<file path="config.mk">
export PLATFORM = sky130hd
export DESIGN_NAME = corner_point_collector
export DESIGN_NICKNAME = d
export VERILOG_FILES = /design/src/rtl/corner_point_collector_pkg.sv /design/src/rtl/corner_fifo.sv /design/src/rtl/corner_point_collector.sv
export SDC_FILE = /design/constraint.sdc
export NUM_CORES = 1
export LEC_CHECK = 0
export ABC_AREA = 1
export CAP_MARGIN = 20
export CELL_PAD_IN_SITES_DETAIL_PLACEMENT = 1
export CELL_PAD_IN_SITES_GLOBAL_PLACEMENT = 1
export CORE_AREA = 5 5 262 264
export DETAILED_ROUTE_END_ITERATION = 8
export DIE_AREA = 0 0 267 269
export PLACE_DENSITY_LB_ADDON = 0.1
export REMOVE_ABC_BUFFERS = 1
export SETUP_SLACK_MARGIN = 0.3
export SLEW_MARGIN = 20
export SYNTH_ARGS = -nofsm -noshare
export SYNTH_HDL_FRONTEND = slang
export SYNTH_HIERARCHICAL = 1
export SYNTH_SLANG_ARGS = --single-unit
</file>
<file path="constraint.sdc">
create_clock -name pixClk -period 6 [get_ports pixClk]
set_input_delay 0.6 -clock pixClk [delete_from_list [all_inputs] [get_ports pixClk]]
set_output_delay 0.6 -clock pixClk [all_outputs]
set_load 0.005 [all_outputs]
</file>
<file path="src/rtl/corner_point_collector_pkg.sv">
// Shared helpers for the corner point collector: coordinate widths,
// record layout {x, y, score} and parameter legality checks.
package corner_point_collector_pkg;

  // Width of a coordinate counter able to index n positions (at least 1 bit).
  function automatic int coord_w(input int n);
    if (n > 32'sd1) begin
      return $clog2(n);
    end else begin
      return 32'sd1;
    end
  endfunction

  // Total record width; records are packed as {x, y, score}, score in the LSBs.
  function automatic int rec_w(input int cw, input int rw, input int dw);
    return cw + rw + dw;
  endfunction

  // Bit position of the y field inside a record.
  function automatic int rec_y_lsb(input int dw);
    return dw;
  endfunction

  // Bit position of the x field inside a record.
  function automatic int rec_x_lsb(input int rw, input int dw);
    return rw + dw;
  endfunction

  // Border must exclude at least the last column (it is never evaluated),
  // and the FIFO depth must be a non-zero power of two.
  function automatic bit params_legal(input int brd, input int depth);
    return (brd >= 32'sd1) && (depth >= 32'sd1) && ((depth & (depth - 32'sd1)) == 32'sd0);
  endfunction

endpackage

</file>
<file path="src/rtl/corner_fifo.sv">
// Synchronous FIFO with registered full/empty flags and a registered head
// record. A push into an empty FIFO shows up at the head on the next cycle.
module corner_fifo #(
  parameter int DEPTH = 16,
  parameter int WIDTH = 8
) (
  input  logic             pixClk,
  input  logic             rst,
  input  logic             i_push,
  input  logic [WIDTH-1:0] i_push_data,
  input  logic             i_pop_ready,
  output logic             o_full,
  output logic             o_empty,
  output logic [WIDTH-1:0] o_data
);

  localparam int AW   = (DEPTH > 32'sd1) ? $clog2(DEPTH) : 32'sd1;
  localparam int CNTW = $clog2(DEPTH + 32'sd1);
  localparam logic [AW-1:0]   PTR_LAST = AW'(DEPTH - 32'sd1);
  localparam logic [CNTW-1:0] CNT_FULL = CNTW'(DEPTH);

  logic [WIDTH-1:0] r_mem [DEPTH];
  logic [AW-1:0]    r_wr;
  logic [AW-1:0]    r_rd;
  logic [AW-1:0]    w_wr_nxt;
  logic [AW-1:0]    w_rd_nxt;
  logic [CNTW-1:0]  r_cnt;
  logic [CNTW-1:0]  w_cnt_nxt;
  logic [CNTW-1:0]  w_remain;
  logic             r_full;
  logic             r_empty;
  logic [WIDTH-1:0] r_data;
  logic [WIDTH-1:0] w_data_nxt;
  logic             w_pop;
  logic             w_wr;

  // Pointer advance with explicit wrap so any depth stays in range.
  function automatic logic [AW-1:0] ptr_inc(input logic [AW-1:0] p);
    if (p == PTR_LAST) begin
      return {AW{1'b0}};
    end else begin
      return p + 1'b1;
    end
  endfunction

  // Handshake, pointer and occupancy next-state; a full FIFO still takes a
  // push when the head leaves in the same cycle.
  always_comb begin
    w_pop     = (!r_empty) && i_pop_ready;
    w_wr      = i_push && ((!r_full) || w_pop);
    w_rd_nxt  = r_rd;
    w_wr_nxt  = r_wr;
    w_remain  = r_cnt;
    w_cnt_nxt = r_cnt;
    if (w_pop) begin
      w_rd_nxt = ptr_inc(r_rd);
      w_remain = r_cnt - 1'b1;
    end else begin
      w_rd_nxt = r_rd;
      w_remain = r_cnt;
    end
    if (w_wr) begin
      w_wr_nxt = ptr_inc(r_wr);
    end else begin
      w_wr_nxt = r_wr;
    end
    case ({w_wr, w_pop})
      2'b10:   w_cnt_nxt = r_cnt + 1'b1;
      2'b01:   w_cnt_nxt = r_cnt - 1'b1;
      default: w_cnt_nxt = r_cnt;
    endcase
  end

  // Next head value: hold when going empty, take the incoming record when it
  // becomes the only entry, otherwise read the entry behind the old head.
  always_comb begin
    w_data_nxt = r_data;
    if (w_cnt_nxt == {CNTW{1'b0}}) begin
      w_data_nxt = r_data;
    end else if (w_remain == {CNTW{1'b0}}) begin
      w_data_nxt = i_push_data;
    end else begin
      w_data_nxt = r_mem[w_rd_nxt];
    end
  end

  // Control state and registered head/flags.
  always_ff @(posedge pixClk or posedge rst) begin
    if (rst) begin
      r_wr    <= {AW{1'b0}};
      r_rd    <= {AW{1'b0}};
      r_cnt   <= {CNTW{1'b0}};
      r_full  <= 1'b0;
      r_empty <= 1'b1;
      r_data  <= {WIDTH{1'b0}};
    end else begin
      r_wr    <= w_wr_nxt;
      r_rd    <= w_rd_nxt;
      r_cnt   <= w_cnt_nxt;
      r_full  <= (w_cnt_nxt == CNT_FULL);
      r_empty <= (w_cnt_nxt == {CNTW{1'b0}});
      r_data  <= w_data_nxt;
    end
  end

  // Storage array; contents are don't-care until written.
  always_ff @(posedge pixClk) begin
    if (w_wr) begin
      r_mem[r_wr] <= i_push_data;
    end
  end

  assign o_full  = r_full;
  assign o_empty = r_empty;
  assign o_data  = r_data;

endmodule

</file>
<file path="src/rtl/corner_point_collector.sv">
// Turns a raster-order corner score stream into sparse (x, y, score) records:
// threshold, 1x3 horizontal non-maximum suppression, border exclusion, then
// a FIFO drained over valid/ready.
module corner_point_collector
  import corner_point_collector_pkg::*;
#(
  parameter int dataW     = 8,
  parameter int imageW    = 200,
  parameter int imageH    = 200,
  parameter int border    = 2,
  parameter int fifoDepth = 16,
  parameter int cntW      = 16,
  localparam int CW = coord_w(imageW),
  localparam int RW = coord_w(imageH)
) (
  input  logic             pixClk,
  input  logic             rst,
  input  logic             in_valid,
  input  logic             in_sof,
  input  logic [dataW-1:0] in_score,
  input  logic [dataW-1:0] thresh,
  output logic             out_valid,
  input  logic             out_ready,
  output logic [CW-1:0]    out_x,
  output logic [RW-1:0]    out_y,
  output logic [dataW-1:0] out_score,
  output logic             frame_done,
  output logic [cntW-1:0]  drop_cnt
);

  localparam int RECW  = rec_w(CW, RW, dataW);
  localparam int Y_LSB = rec_y_lsb(dataW);
  localparam int X_LSB = rec_x_lsb(RW, dataW);

  localparam logic [CW-1:0] X_LAST = CW'(imageW - 32'sd1);
  localparam logic [RW-1:0] Y_LAST = RW'(imageH - 32'sd1);
  localparam logic [CW-1:0] X_LO   = CW'(border);
  localparam logic [CW-1:0] X_HI   = CW'(imageW - 32'sd1 - border);
  localparam logic [RW-1:0] Y_LO   = RW'(border);
  localparam logic [RW-1:0] Y_HI   = RW'(imageH - 32'sd1 - border);

  if (!params_legal(border, fifoDepth)) begin : g_param_check
    $error("corner_point_collector: border must be >= 1 and fifoDepth a power of two");
  end

  logic [CW-1:0]    r_x;
  logic [RW-1:0]    r_y;
  logic [CW-1:0]    w_cur_x;
  logic [RW-1:0]    w_cur_y;
  logic [CW-1:0]    w_nxt_x;
  logic [RW-1:0]    w_nxt_y;
  logic [CW-1:0]    w_cx;
  logic [dataW-1:0] r_mid;
  logic [dataW-1:0] r_left;
  logic             w_eval;
  logic             w_pass;
  logic             w_push;
  logic             w_pop;
  logic             w_drop;
  logic             w_fifo_full;
  logic             w_fifo_empty;
  logic [RECW-1:0]  w_push_rec;
  logic [RECW-1:0]  w_head_rec;
  logic             r_frame_done;
  logic [cntW-1:0]  r_drop_cnt;

  // Position of the sample on the input this cycle; in_sof pins it to (0,0).
  always_comb begin
    w_cur_x = r_x;
    w_cur_y = r_y;
    if (in_sof) begin
      w_cur_x = {CW{1'b0}};
      w_cur_y = {RW{1'b0}};
    end else begin
      w_cur_x = r_x;
      w_cur_y = r_y;
    end
  end

  // Raster advance from the current position, wrapping at row and frame end.
  always_comb begin
    w_nxt_x = w_cur_x;
    w_nxt_y = w_cur_y;
    if (w_cur_x == X_LAST) begin
      w_nxt_x = {CW{1'b0}};
      if (w_cur_y == Y_LAST) begin
        w_nxt_y = {RW{1'b0}};
      end else begin
        w_nxt_y = w_cur_y + 1'b1;
      end
    end else begin
      w_nxt_x = w_cur_x + 1'b1;
      w_nxt_y = w_cur_y;
    end
  end

  // Candidate at column x-1 using the incoming score as its right neighbour;
  // ties with the right neighbour go to the leftmost pixel.
  always_comb begin
    w_eval = in_valid && (w_cur_x != {CW{1'b0}});
    w_cx   = w_cur_x - 1'b1;
    w_pass = 1'b0;
    if ((r_mid > thresh) && (r_mid > r_left) && (r_mid >= in_score) &&
        (w_cx >= X_LO) && (w_cx <= X_HI) &&
        (w_cur_y >= Y_LO) && (w_cur_y <= Y_HI)) begin
      w_pass = 1'b1;
    end else begin
      w_pass = 1'b0;
    end
    w_push     = w_eval && w_pass;
    w_push_rec = {w_cx, w_cur_y, r_mid};
  end

  // A push is lost only when the FIFO is full and its head is not leaving.
  always_comb begin
    w_pop  = out_valid && out_ready;
    w_drop = w_push && w_fifo_full && (!w_pop);
  end

  // Raster position counters, advanced on every accepted sample.
  always_ff @(posedge pixClk or posedge rst) begin
    if (rst) begin
      r_x <= {CW{1'b0}};
      r_y <= {RW{1'b0}};
    end else if (in_valid) begin
      r_x <= w_nxt_x;
      r_y <= w_nxt_y;
    end
  end

  // Two-tap horizontal window; restarts at the first column of each row.
  always_ff @(posedge pixClk or posedge rst) begin
    if (rst) begin
      r_mid  <= {dataW{1'b0}};
      r_left <= {dataW{1'b0}};
    end else if (in_valid) begin
      if (w_cur_x == {CW{1'b0}}) begin
        r_left <= {dataW{1'b0}};
      end else begin
        r_left <= r_mid;
      end
      r_mid <= in_score;
    end
  end

  // One-cycle pulse after the last pixel of a frame is accepted.
  always_ff @(posedge pixClk or posedge rst) begin
    if (rst) begin
      r_frame_done <= 1'b0;
    end else begin
      r_frame_done <= in_valid && (w_cur_x == X_LAST) && (w_cur_y == Y_LAST);
    end
  end

  // Saturating count of records lost to a full FIFO; only rst clears it.
  always_ff @(posedge pixClk or posedge rst) begin
    if (rst) begin
      r_drop_cnt <= {cntW{1'b0}};
    end else if (w_drop && (r_drop_cnt != {cntW{1'b1}})) begin
      r_drop_cnt <= r_drop_cnt + 1'b1;
    end
  end

  corner_fifo #(
    .DEPTH (fifoDepth),
    .WIDTH (RECW)
  ) u_fifo (
    .pixClk      (pixClk),
    .rst         (rst),
    .i_push      (w_push),
    .i_push_data (w_push_rec),
    .i_pop_ready (out_ready),
    .o_full      (w_fifo_full),
    .o_empty     (w_fifo_empty),
    .o_data      (w_head_rec)
  );

  assign out_valid  = ~w_fifo_empty;
  assign out_x      = w_head_rec[X_LSB +: CW];
  assign out_y      = w_head_rec[Y_LSB +: RW];
  assign out_score  = w_head_rec[dataW-1:0];
  assign frame_done = r_frame_done;
  assign drop_cnt   = r_drop_cnt;

endmodule
</file>
==> metrics.cfg, run 1 <==
[sta]
finalSetupTns_ns = 0
min_period_ns = 4.98
max_slew_margin = 0.215
slew_viol_final = 0
fin_skew_ns = 0.0119
post-route-period-util = 0.831
setup_viol = 0
rsz0062_at_grt = no
tightestPinTransition_ns = 1.18
fmax_mhz = 201
hold_viol = 0

[die]
rows = 95
start_util = 0.345
die_area_um2 = 71800
io_pins = 63
chipHeight_um = 269
fp.coreArea_um2 = 66300
die-width_um = 267

[place]
io_buffers = 62
place_congestion = 0.816
hpwl_um = 40200

[worst_setup_path]
critPathTopFamily = simple AND/OR/NAND/NOR gates
critPathMaxStageDelay_ns = 0.74
crit_path_end_kind = register
required_ns = 6.49
cp_max_fo = 49
crit_path_start_kind = input port
worst-setup-path-type = input port to register
path_buf_inv = 5
worst_path_most_repeated_cell = nand2_1
critical-path-slowest-cell = clkdlybuf4s50_1
arrival_ns = 5.47

[synth]
ys_types = 48
synth_area_per_cell_um2 = 9.81
ys_ff_latch = 472
yosysSeqAreaShare = 0.599
ys_warn_count = 6
syn-cell-area_um2 = 22900
syn_inst = 2335

[finish]
area_delta_synth_final_pct = 14.1
nets = 2450
drive_gt1_frac = 0.0807
diodes = 0

[clocking]
hold_buffers = 0
cts_tree = yes
cts_setup_buffers = 0
clockRootBuffer = clkbuf_16
cts_buffer_depth = 3
htreeDepth = 2
clock-sinks = 472
insertion_delay_ns = 0.60
cts_resized = 0
clk_pin_slew_ns = 0.06
cts_inserted_buffers = 54

[status]
status = finished clean

[routing]
dr.pass1.iters = 4
drt_iter0_markers = 811
wl_um = 70700
via_count = 16700
drc = 0
drtAntennaViolNets = 0
via_per_inst = 5.04
routedWlPerCell_um = 21.4

[grt]
grt_max_degree = 193
grt_pass1_vias = 17600
overflow = 0
antenna_found_initial = 2
grt_pass1_wl_um = 108000
grt_util_all_layers = 0.196

[hold_path]
hold_path_class = register to register

[pwr]
max-vdd-ir-drop_v = 0.000333
leakage_uw = 0.0112
power_uw = 11200
power_density_nw_per_um2 = 428

[job]
timing.max_cap.violations = 0

## tightest hold or removal path, cell delays in order, from the launching register on
cell	delay, ns
dfrtp_1	0.34
nand2_1	0.05
nand2_1	0.06
## state kept, by name, summed over array words and instances, names as in the netlist, 4 cells and up
| register | count |
|---|---|
| r_mid | 8 |
| r_left | 8 |
| u_fifo/r_wr | 4 |
| r_y | 8 |
| u_fifo/r_rd | 4 |
| u_fifo/o_data | 24 |
| r_x | 8 |
| drop_cnt | 16 |
| u_fifo/r_cnt | 5 |
| u_fifo/r_mem | 384 |
## cell type report
| class | instances | area [um2] |
|---|---|---|
| flip-flops and latches | 472 | 13700 |
| inverters | 406 | 1530 |
| fillers | 7458 | 40200 |
| multi-input cells | 1340 | 7090 |
| well taps | 873 | 1090 |
| clock inverters | 17 | 82.6 |
| repair buffers | 110 | 1070 |
| clock buffers | 83 | 1550 |
## kinds of logic (layout without fill, tap and decap cells)
group | Yosys count | in the layout | synth area share
buffers and inverters | 523 | 616 | 0.0983
DFF | 472 | 472 | 0.599
AOI/OAI and AO/OA | 67 | 67 | 0.0169
xor gates and xnor gates | 25 | 25 | 0.00988
adders and majority gates | 45 | 45 | 0.0246
and+or+nand+nor | 1203 | 1203 | 0.251
## cell usage in the layout (no fill, tap or decap), drive strengths merged
cell type	count
dfstp	1
nand2	453
o31ai	1
a21o	2
nand4	11
nor2	112
a21boi	1
nand3b	97
nand3	509
inv	403
or2	1
o2111ai	1
edfxtp	384
o211ai	3
nor4	4
o22ai	8
dfrtp	87
ha	45
o21ai	39
clkdlybuf4s50	62
clkinv	20
buf	48
a21oi	10
o21a	1
nor3	15
o32ai	1
xor2	17
nor3b	1
xnor2	8
clkbuf	83
## cells in the mapped netlist (all sizes together)
cell type    n  share of area
nand3      509           0.11
nand2      453          0.077
inv        405          0.067
edfxtp     384           0.50
nor2       112          0.020
nand3b      97          0.032
dfrtp       87          0.095
buf         86          0.024
ha          45          0.025
o21ai       39         0.0092
clkbuf      31         0.0077
xor2        17         0.0068
nor3        15         0.0044
nand4       11         0.0033
a21oi       10         0.0022
o22ai        8         0.0022
xnor2        8         0.0031
nor4         4         0.0011
o211ai       3        0.00098
a21o         2        0.00066
a21boi       1        0.00033
clkinv       1        0.00016
dfstp        1         0.0011
nor3b        1        0.00033
o2111ai      1        0.00038
o21a         1        0.00033
o31ai        1        0.00033
o32ai        1        0.00038
or2          1        0.00027
## per-layer routing
metal	vias up	wire [um]	track usage
met3	97	2220	0.0252
met2	255	34100	0.338
met4	0	1490	0.0437
met1	8481	32900	0.267
met5	-	0	0
li1	7819	-	-
## stage by stage
stage	worst slack [ns]	instance area [um2]	hold WS [ns]	util	cells
final	1.02	26200	0.481	0.394	3301
after global routing	0.573	26200	0.520	0.394	3301
after CTS	1.07	26200	0.489	0.394	3301
after detailed placement	0.440	24500	0.474	0.370	3201
after global placement	0.733	24500	0.471	0.370	3201
after floorplan	-1.45	22200	0.457	-	2218
## report_power, final
part	leakage (uW)	switching [uW]	internal [uW]
combinational	0.00583	2930	1270
clock	0.000797	1320	1760
sequential	0.00460	166	3730
## worst paths after layout
| path | start | to | slack, ns | cells past startpoint |
|---|---|---|---|---|
| worst min-delay path | u_fifo/o_data[2] | u_fifo/o_data[2] | 0.48 | 2 |
| worst max register to register | r_mid[0] | u_fifo/o_data[14] | 1.54 | 25 |
| min in group asynchronous | rst | r_y[0] | 0.59 | 3 |
| max in group asynchronous | rst | u_fifo/o_data[23] | 4.83 | 3 |
| worst max-delay path | in_sof | u_fifo/o_data[14] | 1.02 | 25 |
| worst min register to register | u_fifo/o_data[2] | u_fifo/o_data[2] | 0.48 | 2 |
Power figures use the tool's default switching activity.
==> inputs of run 2 (changes only) <==
==> constraint.sdc (replaced) <==
create_clock -name pixClk -period 4.5 [get_ports pixClk]
set_input_delay 0.45 -clock pixClk [delete_from_list [all_inputs] [get_ports pixClk]]
set_output_delay 0.45 -clock pixClk [all_outputs]
set_load 0.005 [all_outputs]
==> run 2 against run 1 <==
- combinational power rose by 40%
- clock power rose by 42%
- total power rose by 38%
- via count rose by 1.8%
- clock-buffer cell count fell by 4
- critical path type unchanged
- clock skew rose by 0.024 ns
- sequential cell count did not move
==> metrics.cfg, run 2 (same netlist as run 1, synthesis figures left out) <==
[clocking]
hold_buffers = 0
htreeDepth = 2
insertion_delay_ns = 0.62
clock-sinks = 472
cts_inserted_buffers = 55
clockRootBuffer = clkbuf_16
clk_pin_slew_ns = 0.06
cts_buffer_depth = 3
cts_tree = yes

[die]
fp.coreArea_um2 = 66300
rows = 95
start_util = 0.345
die_area_um2 = 71800
die-width_um = 267
chipHeight_um = 269
io_pins = 63

[grt]
busiest_layer = met2
grt_use_met3 = 0.0261
grt_max_degree = 193
use_met1 = 0.262
grt_pass1_wl_um = 108000
gr-usage-met2 = 0.339
antenna_found_initial = 3
grt_pass1_vias = 17900
overflow = 0
grt_util_all_layers = 0.195

[sta]
fmax_mhz = 252
rsz0062_at_grt = no
fin_skew_ns = 0.0360
hold_viol = 0
max_slew_margin = 0.280
post-route-period-util = 0.883
slew_viol_final = 0
finalSetupTns_ns = 0
min_period_ns = 3.97
setup_viol = 0
tightestPinTransition_ns = 1.08

[worst_setup_path]
required_ns = 4.99
worst-setup-path-type = input port to register
rr_endpoint = u_fifo/o_data[6]
cp_max_fo = 13
arrival_ns = 4.47
crit_path_start_kind = input port
r2r_cells = 25
ff2ff_setup_slack_ns = 0.57
r2r_start = r_mid[3]
crit_path_end_kind = register

[finish]
final_common_cell = nand3_1
post-route-util = 0.402
top_register = u_fifo/r_mem
nets = 2484
n_fill_cell = 7419
layout_common_cells = nand3_1, nand2_1, inv_1, edfxtp_1, nand3b_1
drive_gt1_frac = 0.0982
largest_register_ffs = 384
area_delta_synth_final_pct = 16.4
fin_cells = 3338

[status]
status = finished clean

[pwr]
power_density_nw_per_um2 = 578
p_clk_frac = 0.283
max-vdd-ir-drop_v = 0.000523
combinationalPowerShare = 0.381
p_sw_frac = 0.392
internal_power_uw = 9370
leakage_uw = 0.0115
p_seq_frac = 0.336
p_sw_uw = 6050

[routing]
dr.pass1.iters = 5
via_per_inst = 5.08
drc = 0
wl_um = 72200
via_count = 17000
routedWlPerCell_um = 21.6
drt_iter0_markers = 1028
drtAntennaViolNets = 0

[hold_path]
holdPathEnd = r_mid[3]
hold_path_class = input port to register
hp-start = in_score[3]
min_path_cells = 3

[job]
timing.max_cap.violations = 0

[place]
dp_cells = 3229
place_congestion = 0.802
io_buffers = 62
hpwl_um = 40500

==> run 2: changes by cell type in the layout (fill, tap and decap cells not counted), moves of 2 or more <==
| cell | delta |
|---|---|
| buf_12 | +7 |
| clkbuf_16 | +3 |
| buf_4 | +23 |
| inv_2 | +2 |
| clkinv_1 | -5 |
| clkbuf_8 | -2 |
| clkbuf_1 | -3 |
| bufinv_16 | +3 |
| clkinv_2 | +4 |
==> run 2: worst max-delay path by stage <==
stage	slack (ns)	to	start	cells past startpoint
after floorplan	-2.95	u_fifo/o_data[18]	u_fifo/r_rd[1]	12
after global placement	-0.009	u_fifo/o_data[0]	in_sof	26
after detailed placement	-0.25	u_fifo/o_data[14]	in_sof	25
after CTS	0.50	u_fifo/o_data[14]	in_sof	26
after global routing	0.30	u_fifo/o_data[16]	in_sof	26
final	0.53	u_fifo/o_data[6]	in_sof	26
==> run 2: metrics by stage <==
stage	total power, uW	instance area [um2]	hold WS (ns)	setup slack, ns
2_1_floorplan	8730	22200	0.457	-2.95
3_3_place_gp	10900	24800	0.472	-0.00880
3_5_place_dp	11000	24800	0.470	-0.249
4_1_cts	15500	26600	0.413	0.501
5_1_grt	16300	26700	0.454	0.304
6_report	15400	26700	0.443	0.527
==> run 2: area by class of cell <==
class | instances | area [um2] | share of cell area
antenna | 1 | 2.50 | 0.0000938
clock buffer | 79 | 1540 | 0.0576
clock inverter | 24 | 230 | 0.00863
inverter | 406 | 1530 | 0.0575
multi-input combinational | 1340 | 7100 | 0.266
sequential | 472 | 13700 | 0.515
tap | 873 | 1090 | 0.0410
timing repair buffer | 143 | 1450 | 0.0542
==> run 2: power groups by stage <==
stage | Sequential (uW) | Combinational [uW] | Clock, uW
2_1_floorplan | 5210 | 3520 | 0
6_report | 5170 | 5880 | 4370
4_1_cts | 5180 | 5770 | 4500
3_3_place_gp | 5270 | 5650 | 0
5_1_grt | 5200 | 6460 | 4670
3_5_place_dp | 5270 | 5740 | 0
==> run 2: metal layers <==
metal | part of all wire | wire length (um)
met3 | 0.037 | 2670
met5 | 0 | 0
met4 | 0.023 | 1640
met2 | 0.49 | 35000
met1 | 0.46 | 32800
==> run 2: what timing repair did <==
action,in CTS,in global routing
buffers inserted,1,1
gates cloned,0,3
setup endpoints to repair,24,24
resized for setup,0,4
pin swaps,1,1
==> run 2: worst max-delay path, cell delays in order <==
cell             delay [ns]
clkdlybuf4s50_1        0.51
inv_6                  0.16
nand2_1                0.15
ha_1                   0.35
inv_1                  0.07
or2_2                  0.28
nor2_1                 0.11
nand2_1                0.06
nor2_1                 0.11
nand3_1                0.11
inv_1                  0.11
nor2_4                 0.04
nand2_1                0.15
ha_1                   0.28
inv_2                  0.15
nand3_1                0.10
o21ai_0                0.14
o211ai_1               0.16
nor2_1                 0.15
nand2_2                0.09
nor2_4                 0.17
buf_12                 0.16
clkbuf_16              0.21
nor2_1                 0.06
nand2_1                0.06
nand2_1                0.05
==> inputs of run 3 (changes only) <==
--- a/config.mk
+++ b/config.mk
@@ -6,13 +6,15 @@
 export NUM_CORES = 1
 export LEC_CHECK = 0
 export ABC_AREA = 1
+export ABC_CLOCK_PERIOD_IN_PS = 4500
 export CAP_MARGIN = 20
 export CELL_PAD_IN_SITES_DETAIL_PLACEMENT = 1
 export CELL_PAD_IN_SITES_GLOBAL_PLACEMENT = 1
 export CORE_AREA = 5 5 262 264
 export DETAILED_ROUTE_END_ITERATION = 8
 export DIE_AREA = 0 0 267 269
-export PLACE_DENSITY_LB_ADDON = 0.1
+export PLACE_DENSITY = 0.64
+export RECOVER_POWER = 25
 export REMOVE_ABC_BUFFERS = 1
 export SETUP_SLACK_MARGIN = 0.3
 export SLEW_MARGIN = 20
==> run 3 against run 2 <==
- the flow now finishes with violations (capacitance limit, slew limit)
- worst setup slack worse by 0.067 ns
- clock-buffer cell count rose by 6
- wire length fell by 2.3%
- die area is the same
- utilization decreased by 0.15 points
- clock skew down 0.019 ns
- global-route usage shrank 0.62 points
- combinational power is 2% lower
- highest routed layer unchanged
==> metrics.cfg, run 3 (same netlist as run 1, synthesis figures left out) <==
[status]
status = complete, but fails checks
violations = capacitance limit, slew limit

[die]
fp.coreArea_um2 = 66300
io_pins = 63
rows = 95
start_util = 0.345
die-width_um = 267
chipHeight_um = 269
die_area_um2 = 71800

[sta]
post-route-period-util = 0.898
tightestPinTransition_ns = 3.21
rsz0062_at_grt = no
min_period_ns = 4.04
finalSetupTns_ns = 0
max_slew_margin = -1.14
hold_viol = 0
setup_viol = 0
fmax_mhz = 248
fin_skew_ns = 0.0168
slew_viol_final = 80

[worst_setup_path]
crit_path_end_kind = register
path_depth = 27
critPathTopFamily = simple AND/OR/NAND/NOR gates
path_buf_inv = 6
required_ns = 5.00
critical-path-slowest-cell = dlygate4sd3_1
critPathCapture = u_fifo/o_data[21]
cp-startpoint = in_sof
worst-setup-path-type = input port to register
rr_endpoint = u_fifo/o_data[21]
cp_max_fo = 12
ff2ff_setup_slack_ns = 0.67
worst_path_most_repeated_cell = nor2_1
arrival_ns = 4.54
crit_path_start_kind = input port
r2r_cells = 25
critPathMaxStageDelay_ns = 0.66
r2r_start = r_mid[3]

[routing]
routedWlPerCell_um = 21.2
drtAntennaViolNets = 0
via_count = 17000
drt_iter0_markers = 1127
via_per_inst = 5.09
dr.pass1.iters = 5
wl_um = 70500
drc = 0

[finish]
top_register = u_fifo/r_mem
layout_common_cells = nand3_1, nand2_1, inv_1, edfxtp_1, nand3b_1
final_common_cell = nand3_1
post-route-util = 0.401
n_fill_cell = 7458
nets = 2478
diodes = 0
drive_gt1_frac = 0.0887
area_delta_synth_final_pct = 16.0
largest_register_ffs = 384

[grt]
antenna_found_initial = 2
grt_pass1_wl_um = 107000
overflow = 0
grt_util_all_layers = 0.189
grt_max_degree = 193
grt_pass1_vias = 18100

[job]
timing.max_cap.violations = 2

[clocking]
cts_tree = yes
htreeDepth = 2
clk_pin_slew_ns = 0.06
hold_buffers = 0
insertion_delay_ns = 0.61
clock-sinks = 472
cts_inserted_buffers = 54
cts_buffer_depth = 3
clockRootBuffer = clkbuf_16

[pwr]
power_density_nw_per_um2 = 578
max-vdd-ir-drop_v = 0.000467
leakage_uw = 0.0114

[place]
place_congestion = 0.775
hpwl_um = 39500
io_buffers = 62

[hold_path]
hold_path_class = input port to register

run 3: cell types whose count changed in the layout (fill, tap and decap cells not counted), moves of 2 or more:
cell | before | now
clkinv_1 | 7 | 4
dlygate4sd3_1 | 0 | 3
clkbuf_8 | 7 | 9
clkbuf_1 | 17 | 35
buf_4 | 64 | 44
inv_2 | 10 | 7
clkdlybuf4s50_1 | 62 | 59
run 3: per-layer routing:
metal	track usage	routed length, um	up-vias
li1	-	-	7872
met1	0.246	31100	8603
met2	0.340	35000	383
met3	0.0254	3020	93
met4	0.0404	1410	0
met5	0	0	-
run 3: cell type report:
class | instances | area, um2 | share of cell area
clock buffer | 85 | 1580 | 0.0594
multi-input combinational | 1340 | 7090 | 0.267
clock inverter | 17 | 176 | 0.00664
timing repair buffer | 138 | 1370 | 0.0514
tap | 873 | 1090 | 0.0411
sequential | 472 | 13700 | 0.517
inverter | 406 | 1530 | 0.0577
run 3: report_power, final:
group | internal [uW] | total [uW] | switching [uW] | leakage, uW
Sequential | 4980 | 5180 | 199 | 0.00460
Clock | 2580 | 4400 | 1820 | 0.000866
Combinational | 1830 | 5780 | 3960 | 0.00595
run 3: how the worst min path moves through the flow:
stage / end / startpoint / cells after the start
2_1_floorplan: r_left[0] / r_left[0] / 2
3_3_place_gp: r_left[0] / r_left[0] / 2
3_5_place_dp: u_fifo/o_data[19] / u_fifo/o_data[19] / 2
4_1_cts: r_left[1] / rst / 2
5_1_grt: r_mid[0] / in_score[0] / 3
6_report: r_mid[2] / in_score[2] / 3
run 3: repair_timing:
| action | 4_1_cts | 5_1_grt |
|---|---|---|
| setup buffers | 0 | 3 |
| setup endpoints to repair | 0 | 24 |
| hold endpoints to repair | 0 | 0 |
| resized for setup | 0 | 0 |
run 3: worst min-delay path, delay by kind of cell:
kind | cells | cell delay, ns
AND/OR/NAND/NOR | 1 | 0.07
AO/OA/AOI/OAI | 1 | 0.07
buffers and inverters | 1 | 0.43
run 3: per-stage QoR:
step                cell area, um2  instances  total power (uW)  setup WS (ns)  hold slack [ns]
finish                       26600       3331             15400          0.461            0.463
global route                 26600       3331             16200          0.168            0.490
CTS                          26500       3325             15300          0.439            0.384
detailed placement           24800       3223             10900         -0.163            0.491
global placement             24800       3223             10700          0.125            0.482
floorplan                    22200       2218              8730          -2.95            0.457
